### src/rtl/alu_share_arbiter.sv
// alu_share_arbiter: round-robin sharing of one external combinational ALU among NREQ requesters,
// returning each result with its requester index over a valid/ready response channel.
module alu_share_arbiter #(
  parameter int NREQ = 2,
  parameter int IDW  = 1,
  parameter int OPW  = 12,
  parameter int DW   = 32
) (
  input  logic                 clk,
  input  logic                 resetn,
  input  logic [NREQ-1:0]      req_valid,
  output logic [NREQ-1:0]      req_ready,
  input  logic [NREQ*OPW-1:0]  req_op,
  input  logic [NREQ*DW-1:0]   req_src1,
  input  logic [NREQ*DW-1:0]   req_src2,
  output logic [OPW-1:0]       alu_control,
  output logic [DW-1:0]        alu_src1,
  output logic [DW-1:0]        alu_src2,
  input  logic [DW-1:0]        alu_result,
  output logic                 rsp_valid,
  input  logic                 rsp_ready,
  output logic [IDW-1:0]       rsp_id,
  output logic [DW-1:0]        rsp_data
);
  typedef enum logic [1:0] {IDLE, EXEC, RESP} state_t;
  state_t state_q, state_d;
  logic [IDW-1:0] rr_q, rr_d, owner_q, winner, lo_w, hi_w;
  logic [OPW-1:0] op_q;
  logic [DW-1:0] src1_q, src2_q, rsp_data_q;
  logic [IDW-1:0] rsp_id_q;
  logic rsp_valid_q, lo_f, hi_f, can_accept, grant;
  // lowest valid index at/after the pointer wins, otherwise lowest valid index overall
  always_comb begin
    lo_f = 1'b0;
    hi_f = 1'b0;
    lo_w = '0;
    hi_w = '0;
    for (int i = NREQ - 1; i >= 0; i--) begin
      if (req_valid[i]) begin
        lo_f = 1'b1;
        lo_w = IDW'(i);
      end
      if (req_valid[i] && i >= int'(rr_q)) begin
        hi_f = 1'b1;
        hi_w = IDW'(i);
      end
    end
  end
  assign winner     = hi_f ? hi_w : lo_w;
  assign can_accept = (state_q == IDLE) || (state_q == RESP && rsp_ready);
  assign grant      = can_accept && lo_f;
  assign req_ready  = (grant && resetn) ? NREQ'(1) << winner : '0;
  always_comb begin
    state_d = (state_q == EXEC) ? RESP :
              grant ? EXEC :
              (state_q == RESP && !rsp_ready) ? RESP : IDLE;
    rr_d    = grant ? ((winner == IDW'(NREQ - 1)) ? '0 : winner + 1'b1) : rr_q;
  end
  always_ff @(posedge clk or negedge resetn) begin
    if (!resetn) begin
      state_q     <= IDLE;
      rr_q        <= '0;
      owner_q     <= '0;
      op_q        <= '0;
      src1_q      <= '0;
      src2_q      <= '0;
      rsp_valid_q <= 1'b0;
      rsp_id_q    <= '0;
      rsp_data_q  <= '0;
    end else begin
      state_q <= state_d;
      rr_q    <= rr_d;
      if (grant) begin
        owner_q <= winner;
        op_q    <= req_op[winner*OPW +: OPW];
        src1_q  <= req_src1[winner*DW +: DW];
        src2_q  <= req_src2[winner*DW +: DW];
      end
      if (state_q == EXEC) begin
        rsp_valid_q <= 1'b1;
        rsp_id_q    <= owner_q;
        rsp_data_q  <= alu_result;
      end else if (state_q == RESP && rsp_ready) begin
        rsp_valid_q <= 1'b0;
      end
    end
  end
  assign alu_control = op_q;
  assign alu_src1    = src1_q;
  assign alu_src2    = src2_q;
  assign rsp_valid   = rsp_valid_q;
  assign rsp_id      = rsp_id_q;
  assign rsp_data    = rsp_data_q;
endmodule

### config.mk
export PLATFORM = sky130hd
export DESIGN_NAME = alu_share_arbiter
export DESIGN_NICKNAME = d
export VERILOG_FILES = /design/src/rtl/alu_share_arbiter.sv
export SDC_FILE = /design/constraint.sdc
export NUM_CORES = 1
export LEC_CHECK = 0
export ABC_AREA = 1
export CAP_MARGIN = 5
export CELL_PAD_IN_SITES_DETAIL_PLACEMENT = 0
export CELL_PAD_IN_SITES_GLOBAL_PLACEMENT = 1
export CORE_MARGIN = 4
export CORE_UTILIZATION = 39
export CTS_CLUSTER_DIAMETER = 80
export DETAILED_ROUTE_END_ITERATION = 7
export DONT_BUFFER_PORTS = 1
export PLACE_DENSITY = 0.82
export SYNTH_ARGS = -nofsm -noshare
export SYNTH_HDL_FRONTEND = slang
export SYNTH_SLANG_ARGS = --single-unit
### constraint.sdc
create_clock -name clk -period 2 [get_ports clk]
set_input_delay 0.6 -clock clk [delete_from_list [all_inputs] [get_ports clk]]
set_output_delay 0.6 -clock clk [all_outputs]
set_load 0.01 [all_outputs]
==> summary.md, run 1 <==
| Metric | Value |
|---|---|
| WS Path Type | register to primary output |
| Vias/cell | about 5 |
| Routed length on met1 | approximately 5.8 mm |
| Gr ovfl total | 0 |
| Yosys top cell by area | dfrtp_1 |
| Std cell rows | 42 |
| Post-DP HPWL | between 10 and 15 mm |
| Count of different cell masters after synthesis | 16 |
| CTS tree | built |
| Root Buffer | clkbuf_16 |
| Status | finished, violations left |
| Core Area | between 10,000 and 15,000 um^2 |
| Post-synth EDFFs | 0 |
| Yosys reg bits | approximately 110 |
| Hold slack | -0.109 ns |
| H-tree levels | 4 |
| Layout cell share with drive strength beyond 1 | 7.87% |
| Top cells by area, synth | dfrtp_1 53%, nand2_1 33%, nand3_1 7.1% |
| Initial DRT Pass Iterations | 6 |
| Pleak | about 3.4 nW |
| Syn Area/Cell | 7.32 um^2 |
| Cell Count Post-Placement | 876 |
| Routed len/inst | approximately 16 um |
| Most frequent cell after synthesis | nand2_1 |
| Clock transition at the registers of the reported paths | 0.06 ns |
| Diodes inserted | 0 |
| Top Layer Used | met4 |
| Metal3 WL | approximately 1.7 mm |
| Routability cong. | between 0.8 and 0.9 |
| Die area | ~16,000 um^2 |
| Fin cells | 913 |
| Relative slew margins | 51.8% |
| FMAX | approximately 530 MHz |
| Via count of the routed design | between 4k and 5k |
| Final wirelength | between 10 and 15 mm |
| Clk Latency, worst-skew pair | approximately 0.4 ns |
| Worst Clk Skew | 0.00902 ns |
| CTS buffer count | 17 |
| Post-synthesis cell count | between 700 and 800 |
| Final hold vios | around 110 |
| First-pass GRT wire length | around 24 mm |
| Post-layout net count | about 910 |
| Vias in the first global route | 4,594 |
| CP startpoint kind | register |
| Unrepaired setup endpoints after global routing | true |
| Initial core utilization | just over 40% |
| Top Ports | ~300 |
| Crit. End Element | primary output |
| Top cells by count, synth | 483 x nand2_1, 114 x dfrtp_1, 77 x nand3_1 |
| Initial antenna violation count | 0 |
| Die width | around 130 um |
| Ys async rst share | 100% |
| Worst vdd ir | 0.724 mV |
| Sink Count | 114 |
| Layout area overhead | 12.8% |
| Register area | about 2900 um^2 |
| Fillers | 1,361 |
| Routed wl met2 | just over 7 mm |
| Yosys top cell area share | a little over half |
| CTS max path bufs | 2 |
| Hold crit path type | primary input to asynchronous set/reset pin |
| Total power | 0.0101 W |
| Top FF cell, synth | dfrtp_1 |
| Fin crit period | ~1.9 ns |
| Slew @ Worst Pin | 0.723 ns |
| Req. time, crit path | between 1 and 1.5 ns |
| Area of the multi-input gates | 2320 um^2 |
| Pin count of the biggest net entering global routing | roughly 120 |
| Syn Nets | between 900 and 1k |
| Antenna Nets Post-Route | 0 |
| DRT iter0 DRCs | slightly above 300 |
| # DRC | 0 |
| Synth Cell Area | approximately 5400 um^2 |
| Setup TNS | 0 ns |
| Arrival time at the worst endpoint | 1.30 ns |
| Die Ht | ~130 um |
| Total GRT Usage | 19.0% |
| Final period utilization | 95.2% |
| Slew Viols, Final | 0 |
| CP max FO | 3 |
| Maxcap violations | 0 |
| Final design utilization | 45.6% |
| PwrDens | 1660 nW/um^2 |
| Failing checks | hold timing |
| Setup violations, final | 0 |
| # port buffers | 0 |
| Post-synthesis sequential area ratio | between 50 and 60% |
| Synth warn | 0 |
## registers in the layout, summed over array words and instances, names as in the netlist
register,flops
alu_control,12
rr_q,1
alu_src1,32
rsp_data,32
state_q,2
alu_src2,32
rsp_id,1
rsp_valid,1
owner_q,1
## worst paths after layout
check                                      from  slack, ns                  endpoint  depth (start not counted)
hold reg to reg             owner_q$_DFFE_PN0P_       0.49       owner_q$_DFFE_PN0P_                          2
setup / recovery           state_q[1]$_DFF_PN0_        0.1              req_ready[0]                          5
setup reg to reg               rr_q$_DFFE_PN0P_       0.45   alu_src2[2]$_DFFE_PN0P_                          7
max in group asynchronous                resetn       1.90   rsp_data[2]$_DFFE_PN0P_                          0
hold / removal                           resetn      -0.11  alu_src2[12]$_DFFE_PN0P_                          0
min in group clk                 alu_result[22]       0.31  rsp_data[22]$_DFFE_PN0P_                          2
## power by group
part           switching [W]  internal (W)
Combinational        0.00159      0.000843
Clock                0.00110       0.00179
Sequential           0.00140       0.00341
## stage by stage
step	hold WS [ns]	area, um^2	worst slack, ns
floorplan	0.304	5420	0.0449
global placement	0.307	5460	0.103
detailed placement	0.307	5460	0.0935
CTS	-0.133	6070	0.00885
global route	-0.139	6100	-0.0108
finish	-0.109	6100	0.0955
## critical path, stage by stage, from the launching register on
cell	delay, ns
dfrtp_1	0.39
nand2_2	0.10
nand2_2	0.08
nor2_4	0.11
nand2_2	0.08
nor2_4	0.15
## cell type report
class | instances | share of cell area, %
clock buffers | 19 | 7.42
clock inverters | 13 | 2.03
inverters | 6 | 0.369
multi-input cells | 573 | 38.0
flip-flops and latches | 114 | 46.7
well taps | 176 | 3.61
repair buffers | 12 | 1.89
## cell usage in the layout, fill, tap and decap left out
master	netlist	routed
inv_1	4	4
buf_4	4	10
clkinv_2	0	2
inv_6	0	6
clkinv_4	0	1
dfrtp_1	114	114
clkbuf_8	0	2
bufinv_16	0	1
nand2_1	483	480
inv_2	2	2
nor2_4	3	4
buf_12	0	2
nand2_2	3	5
o21ai_0	4	4
nand3_1	77	77
nor3_4	0	1
clkbuf_16	0	17
clkinvlp_4	0	3
nand2_4	0	1
nor2_2	1	1
## logic make-up after synthesis
group | share of synthesized area [%]
DFF | 52.7
AOI/OAI and AO/OA | 0.370
and+or+nand+nor | 41.9
buffers and inverters | 5.08
## layer usage
metal | global-route usage, % | vias up
met5 | 0 | -
met3 | 7.32 | 19
met1 | 22.9 | 2074
met2 | 31.1 | 224
li1 | - | 2239
met4 | 7.13 | 0
## timing repair
action / in CTS / in global routing
setup endpoints to repair: 2 / 2
gates resized for setup: 3 / 4
buffers inserted: 2 / 3
pin swaps: 0 / 5
gates cloned: 0 / 0
endpoints found under the hold margin: 114 / 114
No activity file was read; power rests on OpenSTA's default activity.
==> run 2, diff against run 1 <==
Settings changed: CAP_MARGIN 5 to 10.
==> results of run 2 <==
Same layout as run 1: the final DEF is identical, and so are final timing and power.
